===== config.mk =====
export PLATFORM = sky130hd
export DESIGN_NAME = lowpass_decimator
export DESIGN_NICKNAME = d
export VERILOG_FILES = /design/src/rtl/lowpass_decimator_pkg.sv /design/src/rtl/lowpass_decimator_fifo.sv /design/src/rtl/lowpass_decimator.sv
export SDC_FILE = /design/constraint.sdc
export NUM_CORES = 1
export LEC_CHECK = 0
export ABC_CLOCK_PERIOD_IN_PS = 5550
export CAP_MARGIN = 20
export CORE_MARGIN = 2
export CORE_UTILIZATION = 40
export DETAILED_ROUTE_END_ITERATION = 10
export SETUP_SLACK_MARGIN = 0.05
export SLEW_MARGIN = 20
export SYNTH_ARGS = -nofsm -noshare
export SYNTH_HDL_FRONTEND = slang
export SYNTH_SLANG_ARGS = --single-unit

===== constraint.sdc =====
create_clock -name clk -period 5.55 [get_ports clk]
set_input_delay 0.8325 -clock clk [delete_from_list [all_inputs] [get_ports clk]]
set_output_delay 0.8325 -clock clk [all_outputs]
set_load 0.01 [all_outputs]

===== src/rtl/lowpass_decimator_pkg.sv =====
// lowpass_pkg: shared widths and sample type for the lowpass decimator.
package lowpass_pkg;
    localparam int DATA_WIDTH     = 16;
    localparam int MAX_LOG2_RATIO = 7;
    localparam int ACC_WIDTH      = DATA_WIDTH + MAX_LOG2_RATIO;
    typedef logic signed [DATA_WIDTH-1:0] sample_t;
endpackage


===== src/rtl/lowpass_decimator_fifo.sv =====
// lpd_fifo: single-clock FIFO; a push on a full FIFO succeeds only alongside a pop.
module lpd_fifo #(
    parameter int W     = 16,
    parameter int DEPTH = 4
) (
    input  logic                       clk,
    input  logic                       rst_n,
    input  logic                       push_i,
    input  logic                       pop_i,
    input  logic [W-1:0]               din_i,
    output logic [W-1:0]               dout_o,
    output logic                       full_o,
    output logic                       empty_o,
    output logic [$clog2(DEPTH):0]     level_o
);
    localparam int AW = $clog2(DEPTH);
    localparam int LW = AW + 1;
    logic [W-1:0]  mem_q [DEPTH];
    logic [AW-1:0] wr_q, rd_q;
    logic [LW-1:0] lvl_q;
    logic          do_push, do_pop;
    assign empty_o = lvl_q == '0;
    assign full_o  = lvl_q == LW'(DEPTH);
    assign do_pop  = pop_i && !empty_o;
    assign do_push = push_i && (!full_o || do_pop);
    assign dout_o  = empty_o ? '0 : mem_q[rd_q];
    assign level_o = lvl_q;
    always_ff @(posedge clk)
        if (do_push) mem_q[wr_q] <= din_i;
    always_ff @(posedge clk) begin
        if (!rst_n) begin
            wr_q  <= '0;
            rd_q  <= '0;
            lvl_q <= '0;
        end else begin
            if (do_push) wr_q <= wr_q + 1'b1;
            if (do_pop) rd_q <= rd_q + 1'b1;
            lvl_q <= lvl_q + LW'(do_push) - LW'(do_pop);
        end
    end
endmodule


===== src/rtl/lowpass_decimator.sv =====
// lowpass_decimator: keeps 1 of every 2^ratio_log2 samples into an output FIFO.
// Define LPD_AVG_EN to emit the group mean instead of the final sample.
module lowpass_decimator #(
    parameter int DATA_WIDTH = lowpass_pkg::DATA_WIDTH,
    parameter int FIFO_DEPTH = 4
) (
    input  logic                          clk,
    input  logic                          rst_n,
    input  logic                          in_valid,
    input  logic signed [DATA_WIDTH-1:0]  in_sample,
    input  logic [2:0]                    ratio_log2,
    output logic                          out_valid,
    input  logic                          out_ready,
    output logic signed [DATA_WIDTH-1:0]  out_sample,
    output logic [$clog2(FIFO_DEPTH):0]   fifo_level,
    output logic                          overflow
);
    import lowpass_pkg::*;
    logic [MAX_LOG2_RATIO-1:0] phase_q, phase_d;
    logic [2:0]                rlog_q, rlog_d, rl;
    logic                      last, push, full, empty, overflow_q;
    logic [DATA_WIDTH-1:0]     dec, head;
    // The group's ratio is taken live on its first beat, then held in rlog_q.
    always_comb begin
        rl      = (phase_q == '0) ? ratio_log2 : rlog_q;
        last    = {1'b0, phase_q} == (8'd1 << rl) - 8'd1;
        phase_d = !in_valid ? phase_q : last ? '0 : phase_q + 1'b1;
        rlog_d  = (in_valid && phase_q == '0) ? ratio_log2 : rlog_q;
        push    = in_valid && last;
    end
`ifdef LPD_AVG_EN
    localparam int ACC_W = DATA_WIDTH + MAX_LOG2_RATIO;
    logic signed [ACC_W-1:0] acc_q, sum;
    always_comb begin
        sum = ACC_W'(in_sample) + ((phase_q == '0) ? '0 : acc_q);
        dec = DATA_WIDTH'(sum >>> rl);
    end
    always_ff @(posedge clk) begin
        if (!rst_n) acc_q <= '0;
        else if (in_valid) acc_q <= sum;
    end
`else
    assign dec = in_sample;
`endif
    always_ff @(posedge clk) begin
        if (!rst_n) begin
            phase_q    <= '0;
            rlog_q     <= '0;
            overflow_q <= 1'b0;
        end else begin
            phase_q <= phase_d;
            rlog_q  <= rlog_d;
            if (push && full && !out_ready) overflow_q <= 1'b1;
        end
    end
    lpd_fifo #(.W(DATA_WIDTH), .DEPTH(FIFO_DEPTH)) u_fifo (
        .clk     (clk),
        .rst_n   (rst_n),
        .push_i  (push),
        .pop_i   (out_ready),
        .din_i   (dec),
        .dout_o  (head),
        .full_o  (full),
        .empty_o (empty),
        .level_o (fifo_level)
    );
    assign out_valid  = !empty;
    assign out_sample = head;
    assign overflow   = overflow_q;
endmodule


After elaboration in Yosys (flattened, before gate mapping)
Memories as Yosys holds them, arrays and structs flattened. A register that Yosys moved wholly into a read port is not among the register bits. Index checks and enable logic that the tools add are counted.

Register bits after elaboration: 18. Memory bits (writable): 64. Output and inout port bits: 21. Word-level logic and storage cells: 35. Memories kept: 1.

Memories: u_fifo.mem_q (words 4, width 16, rd ports 1, clocked after Yosys merged registers in 1, wr ports 1, line lowpass_decimator_fifo.sv:18) `logic [W-1:0] mem_q [DEPTH];`.

Add/subtract/negate cells: 6. Eq/ne operators: 2. Shift operators: 1. Mux-type cells: 7. Reduce and logical (&&, ||, !) cells: 12.

Operators with widths (number): two-way mux 16 bit (1); == test 7 x 8 -> 1 bit (1); left shift 1 x 3 -> 8 bit (first input constant) (1); subtractor 8 x 1 -> 8 bit (second input constant) (1); adder 7 x 1 -> 7 bit (second input constant) (1); logical NOT 7 bit (1); two-way mux 7 bit (1); logical AND 1 bit (6); adder 2 x 1 -> 2 bit (second input constant) (2); two-way mux 2 bit (2); adder 3 x 1 -> 3 bit (1); == test 3 bit (second input constant) (1); logical NOT 1 bit (3); logical NOT 3 bit (1); two-way mux 3 bit (1); subtractor 3 x 1 -> 3 bit (1); two-way mux 1 bit (2); logical OR 1 bit (1).

Longest topological paths before layout
Gate-level depths: netlist of run 1.

Depth after elaboration: 9. Depth in mapped cells: 18. Gate-level depth less buffers: 18.

By module
A second synthesis of run 1 with hierarchy kept.

Cell total of the unflattened synthesis: 262. Area total of the unflattened synthesis: 4021.4 µm².

Modules (own cells, without submodules): lpd_fifo (times used 1, cells an instance 149, area an instance 3014.1 µm²); lowpass_decimator (times used 1, cells an instance 113, area an instance 1007.2 µm²).

Worst setup path after synthesis of run 1
OpenSTA, ideal clock, no wires.

Kind: flip-flop to flip-flop. From: reg phase_q[0]. To: reg u_fifo.lvl_q[2] (netlist: u_fifo.level_o[2]). Library setup time: 128 ps. Data arrival time: 3799 ps. Slack: 1623 ps. Stages on the path, launching flop included: 19. Buffers on the path: 0. Cell sequence: dfxtp_1 -> inv_1 -> ha_1 -> or4b_4 -> nor3_4 -> nor3_1 -> a21oi_1 -> ha_1 -> xor2_1 -> nand2_1 -> o311ai_1 -> o31ai_2 -> nor4_4 -> ha_1 -> inv_1 -> fa_1 -> xor2_1 -> xnor2_1 -> nor2_1.

Cells in the longest elaborated chain, start to end: 9.

RTL lines: start: declaration (line lowpass_decimator.sv:19) `logic [MAX_LOG2_RATIO-1:0] phase_q, phase_d;`; start signal: assignment (line lowpass_decimator.sv:51) `phase_q <= phase_d;`; logical NOT 7 bit (line lowpass_decimator.sv:25) `rl = (phase_q == '0) ? ratio_log2 : rlog_q;`; two-way mux 3 bit (line lowpass_decimator.sv:25); left shift 1 x 3 -> 8 bit (line lowpass_decimator.sv:26) `last = {1'b0, phase_q} == (8'd1 << rl) - 8'd1;`; subtractor 8 x 1 -> 8 bit (line lowpass_decimator.sv:26); == test 7 x 8 -> 1 bit * (line lowpass_decimator.sv:26); logical AND 1 bit * (line lowpass_decimator.sv:29) `push = in_valid && last;`; logical AND 1 bit * (line lowpass_decimator_fifo.sv:25) `assign do_push = push_i && (!full_o || do_pop);`; net u_fifo.do_push (line lowpass_decimator_fifo.sv:21) `logic do_push, do_pop;`; adder 3 x 1 -> 3 bit * (line lowpass_decimator_fifo.sv:38) `lvl_q <= lvl_q + LW'(do_push) - LW'(do_pop);`; subtractor 3 x 1 -> 3 bit * (line lowpass_decimator_fifo.sv:38); end signal: assignment (line lowpass_decimator_fifo.sv:38); end: declaration (line lowpass_decimator_fifo.sv:20) `logic [LW-1:0] lvl_q;`.

Mark *: on every way through the listed nets, which the timed path passes. The rest lies on a longest branch. A chain may end at the register's enable or synchronous reset.

Worst setup path after layout of run 1
Same ends and word-level chain as after synthesis.

==> qor.yml, run 1 <==
floorplan:
  io-pin-count: 44
  die_w_um: 101
  num_rows: 35
  die_y_um: 101
  dieArea_um2: 10300
  initial_core_util_pct: 41.1
  core_um2: 9240
clock_network:
  cts.sinks: 84
  cts_buffers: 9
  holdBufCountCts: 0
  clock_path_buffers: 2
  root_buffer: "clkbuf_8"
  post_cts_resized: 0
  clock_latency_ns: 0.34
  cts_setup_buffers: 0
  h-tree-depth: 3
  clkTransAtPathRegs_ns: 0.09
  cts_tree: "built"
worst_setup_path:
  critical-path-max-stage-delay_ns: 0.61
  r2r-end: "u_fifo.level_o[2]"
  r2r_slack_ns: 1.01
  critical_path_class: "reg2reg"
  crit_path_start: "phase_q[0]"
  required_ns: 5.78
  end_kind: "register"
  r2r_start: "phase_q[0]"
  cp_slowest_cell: "a2111oi_1"
  critPathMaxFanout: 8
  crit_top_cell: "ha_1"
  crit_end: "u_fifo.level_o[2]"
  crit_chain: "inv_1, ha_1, or4b_4, nor3_4, nor3_1, a21oi_1, ha_1, xor2_1, a2111oi_1, o31ai_2, nor4_4, ha_1, inv_1, fa_1, xor2_1, xnor2_1, nor2_1"
  reg2reg_depth: 17
  cp.arrival_ns: 4.77
  critPathLaunchType: "register"
finish:
  syn_to_final_growth_pct: 20.2
  drive_above_1_share_pct: 13.9
  multi_input_area_um2: 1370
  final_nets: 345
  seqCellArea_um2: 2320
  stdcell_count: 446
  fillers: 808
  diodes: 0
synthesis:
  synthTopCellsByArea: "edfxtp_1 (51%), dfxtp_1 (11%), mux4_2 (9.5%), and2_1 (3.8%), ha_1 (3.0%)"
  synth_common_cells: "edfxtp_1 (64), and2_1 (23), dfxtp_1 (20), nand2_1 (17), mux4_2 (16)"
  yosys.area.top_type_share_pct: 50.6
  synth-seq-area-share_pct: 61.2
  syn_area_per_cell_um2: 14.2
  syn_area_um2: 3800
  synth-edff-count: 64
  synthDistinctLibCells: 49
  syn-instance-count: 267
  synth_most_common_cell: "edfxtp_1"
  synthFlopType: "edfxtp_1"
  synthesis.nets: 300
  synth_top_area_cell: "edfxtp_1"
  synth-async-reset-ratio_pct: 0
  synth_seq_cells: 84
  ys_warn_count: 0
global_route:
  grt_pass1_wl_um: 11600
  grt_max_degree: 19
  first_global_vias: 2228
  antenna_found_initial: 0
  grt_use_total_pct: 15.1
  overflow: 0
routing:
  drt_iter0_markers: 188
  drtPass1Iterations: 4
  drcViolationCount: 0
  drt_wl_total_um: 7210
  routed_via_density: 5.12
  post_drt_wl_per_cell_um: 16.2
  vias: 2284
  ant_nets: 0
sta:
  maxSlewViolCount: 0
  slew_headroom_pct: 42.3
  max_freq_ghz: 0.220
  totalNegativeSetupSlack_ns: 0
  fin_crit_ns: 4.54
  final_hold_viol_count: 0
  period_share_pct: 81.9
  setup-violations-final: 0
  rsz0062_at_grt: "no"
  fin_skew_ns: 0.0111
  tightest_slew_ns: 0.865
pwr:
  ir_drop_v: 0.000252
  p_per_area_nw_per_um2: 374
  cellLeakagePower_nw: 1.50
placement:
  portBuffers: 43
  gp_congestion: 0.880
  dp_cells: 430
  dp_hpwl_um: 4720
hold_path:
  hold_path.class: "reg2reg"
run_status:
  outcome: "complete, no violations"
flow_run:
  maxCapViolCount: 0
-- where the power goes --
part	internal [W]	total, W	switching [W]
registers	0.000699	0.000726	0.0000272
clock network	0.000214	0.000439	0.000225
logic	0.000302	0.000542	0.000239
-- routing by layer --
layer	vias up	track usage [%]	share of wire, %
li1	1101	-	-
met5	-	0	0
met2	51	22.9	48
met1	1122	21.4	47
met3	10	3.04	3.1
met4	0	6.24	1.3
-- flip-flops by register name (all words and copies together) (netlist names), named ones only --
signal	flops
u_fifo.rd_q	2
overflow	1
u_fifo.wr_q	2
u_fifo.level_o	3
phase_q	7
rlog_q	3
u_fifo.mem_q	64
-- per-stage QoR --
| stage | setup WS, ns | total power [W] | hold slack (ns) | util, % | instance area, um^2 |
|---|---|---|---|---|---|
| finish | 1.01 | 0.00171 | 0.500 | 49.4 | 4560 |
| global route | 0.703 | 0.00180 | 0.521 | 49.4 | 4560 |
| CTS | 0.961 | 0.00173 | 0.499 | 49.4 | 4560 |
| detailed placement | 0.784 | 0.00129 | 0.471 | 47.2 | 4360 |
| global placement | 0.951 | 0.00129 | 0.470 | 47.2 | 4360 |
| floorplan | 1.62 | 0.00106 | 0.468 | - | 3800 |
-- area by class of cell --
| type | count | area share, % |
|---|---|---|
| sequential | 84 | 50.9 |
| clock buffer | 10 | 2.80 |
| clock inverter | 6 | 1.56 |
| multi-input combinational | 158 | 30.1 |
| tap | 129 | 3.54 |
| timing repair buffer | 48 | 10.3 |
| inverter | 11 | 0.905 |
-- worst max-delay path, delay by kind of cell, from the launching register on --
kind                       cells  cell delay (ns)
DFF                            1             0.37
buffers and inverters          2             0.17
adders and majority gates      4             1.06
xor gates and xnor gates       3             0.45
AOI/OAI and AO/OA              3             1.01
and+or+nand+nor                5             1.36
-- cells by family (layout without fill, tap and decap cells) --
| kind of cell | after synthesis | count (layout) | synth area share [%] |
|---|---|---|---|
| xor gates and xnor gates | 11 | 11 | 2.54 |
| AOI/OAI and AO/OA | 37 | 37 | 6.89 |
| and+or+nand+nor | 80 | 80 | 12.7 |
| muxes | 20 | 20 | 10.5 |
| adders and majority gates | 10 | 10 | 3.49 |
| DFF | 84 | 84 | 61.2 |
| buffers and inverters | 25 | 75 | 2.70 |
-- worst min path at each step --
stage	slack, ns	to	start	cells past startpoint
2_1_floorplan	0.47	u_fifo.wr_q[1]	u_fifo.wr_q[1]	2
3_3_place_gp	0.47	overflow	overflow	2
3_5_place_dp	0.47	overflow	overflow	2
4_1_cts	0.50	overflow	overflow	2
5_1_grt	0.52	u_fifo.wr_q[0]	u_fifo.wr_q[0]	2
6_report	0.50	overflow	overflow	2
-- cell usage in the layout (no fill, tap or decap), types with 4 or more instances in the layout --
cell type	instances
clkbuf_8	9
ha_1	9
nor2_1	12
nand2_1	17
clkdlybuf4s50_1	43
buf_4	5
dfxtp_1	20
inv_1	11
mux2i_1	4
nor3_1	4
xnor2_1	6
a211oi_1	4
edfxtp_1	64
nand3_1	4
and2_1	23
xor2_1	5
a21oi_1	9
o21ai_0	4
mux4_2	16
(Power assumes the default switching activity.)
==> run 2: changes to the inputs <==
ABC_CLOCK_PERIOD_IN_PS = 3700   (was 5550)
clock period = 3.7 ns   (was 5.55 ns; I/O delays follow)
==> qor.yml, run 2 (same netlist as run 1, synthesis figures left out) <==
run_status:
  outcome: "complete, no violations"
placement:
  placed_area_um2: 4640  # +6.4%
  portBuffers: 43  # unchanged
  dp_hpwl_um: 5160  # +9.3%
  gp_congestion: 0.850  # -3.4%
worst_setup_path:
  crit_chain: "inv_2, ha_4, or4b_4, nor3_4, nor3_1, a21oi_1, ha_2, xor2_2, a41oi_1, o22a_1, nor4_4, ha_2, inv_2, fa_2, xor2_1, xnor2_1, nor2_1"
  end_kind: "register"
  critPathLaunchType: "register"
  required_ns: 3.92  # -1.86 ns
  critPathMaxFanout: 3  # -5
  cp_slowest_cell: "or4b_4"
  cp.arrival_ns: 3.90  # -0.87 ns
  critical-path-max-stage-delay_ns: 0.48  # -0.13 ns
  critical_path_class: "reg2reg"
sta:
  period_share_pct: 99.4  # +18 points
  fin_crit_ns: 3.68  # -0.864 ns
  tightest_slew_ns: 0.819  # -0.0456 ns
  rsz0062_at_grt: "yes"
  maxSlewViolCount: 0  # unchanged
  final_hold_viol_count: 0  # unchanged
  slew_headroom_pct: 45.3  # +3.0 points
  setup-violations-final: 0  # unchanged
  fin_skew_ns: 0.0101  # -0.000911 ns
  max_freq_ghz: 0.272  # +23%
finish:
  final_common_cell: "edfxtp_1"
  seqCellArea_um2: 2320  # about the same
  drive_above_1_share_pct: 26.5  # +13 points
  max_flop_register: "u_fifo.mem_q"
  fillers: 768  # -5.0%
  syn_to_final_growth_pct: 29.3
  reg_top3: "u_fifo.mem_q (64), phase_q (7)"
  final_cell_mix: "edfxtp_1 (64), clkdlybuf4s50_1 (43), buf_4 (31), and2_1 (19), dfxtp_1 (19)"
  diodes: 0  # unchanged
  final_area_um2: 4910  # +7.6%
  final_nets: 375  # +8.7%
  multi_input_area_um2: 1440  # +4.7%
  largest_reg_flops: 64  # unchanged
clock_network:
  root_buffer: "clkbuf_8"
  cts.sinks: 84  # unchanged
  clock_latency_ns: 0.35  # about the same
  cts_buffers: 9  # unchanged
  holdBufCountCts: 0  # unchanged
  cts_tree: "built"
  clkTransAtPathRegs_ns: 0.08  # about the same
  clock_path_buffers: 2  # unchanged
  h-tree-depth: 3  # unchanged
routing:
  routed_via_density: 5.03  # -1.9%
  drt_wl_total_um: 7550  # +4.8%
  post_drt_wl_per_cell_um: 15.9  # -1.8%
  ant_nets: 0  # unchanged
  drt_iter0_markers: 106  # -44%
  drtPass1Iterations: 4  # unchanged
  vias: 2392  # +4.7%
  drcViolationCount: 0  # unchanged
floorplan:
  initial_core_util_pct: 41.1  # unchanged
  io-pin-count: 44  # unchanged
  core_um2: 9240  # unchanged
  dieArea_um2: 10300  # unchanged
  die_w_um: 101  # unchanged
  die_y_um: 101  # unchanged
  num_rows: 35  # unchanged
pwr:
  cellLeakagePower_nw: 1.67  # +11%
  p_total_w: 0.00263  # +54%
  p_per_area_nw_per_um2: 536  # +43%
  ir_drop_v: 0.000339  # +34%
global_route:
  grt_max_degree: 19  # unchanged
  overflow: 0  # unchanged
  first_global_vias: 2293  # +2.9%
  antenna_found_initial: 0  # unchanged
  grt_use_total_pct: 15.5  # +0.35 points
  grt_pass1_wl_um: 12000  # +3.8%
flow_run:
  maxCapViolCount: 0  # unchanged
hold_path:
  hold_path.class: "reg2reg"
-- run 2: per-layer routing --
metal,vias to the layer above,track usage (%),wire length (um)
met5,-,0,0
met4,0,6.24,127
met3,9,2.69,303
met2,57,23.1,3500
met1,1167,22.5,3620
li1,1159,-,-
-- run 2: what timing repair did --
item	in CTS	in global routing
hold endpoints to repair	0	0
resized for setup	4	10
pin swaps	2	0
setup endpoints to repair	1	66
setup buffers	1	0
-- run 2: path summary, 6_finish.rpt --
path / startpoint / end / slack [ns] / cells past startpoint
max: phase_q[0] / u_fifo.level_o[2] / 0.02 / 17
min: overflow / overflow / 0.50 / 2
max reg2reg: phase_q[0] / u_fifo.level_o[2] / 0.02 / 17
min reg2reg: overflow / overflow / 0.50 / 2
-- run 2: layout make-up --
type,count,area share (%)
Multi-Input combinational cell,158,29.2
Tap cell,129,3.29
Clock inverter,7,1.63
Sequential cell,84,47.3
Clock buffer,9,2.52
Timing Repair Buffer,78,15.1
Inverter,11,0.841
-- run 2: critical path, delay by kind of cell, from the launching register on --
kind / cells / cell delay (ns)
xor gates and xnor gates: 3 / 0.48
adders and majority gates: 4 / 0.99
AOI/OAI and AO/OA: 3 / 0.58
DFF: 1 / 0.32
and+or+nand+nor: 5 / 1.07
buffers and inverters: 2 / 0.12
-- run 2: stage by stage --
step                cells  hold slack (ns)  setup slack (ns)  utilization (%)  setup TNS (ns)
detailed placement    459            0.477            -0.193             50.3          -0.193
finish                476            0.505            0.0214             53.1               0
floorplan             267            0.468            -0.135                -          -0.135
global placement      459            0.473           -0.0949             50.3         -0.0949
global route          476            0.537            -0.260             53.1          -0.308
CTS                   476            0.507           -0.0354             52.7         -0.0354
-- run 2: where the power goes --
part	total (W)	switching [W]	internal (W)
clock network	0.000664	0.000342	0.000321
registers	0.00109	0.0000396	0.00105
logic	0.000880	0.000382	0.000498
total	0.00263	0.000764	0.00187
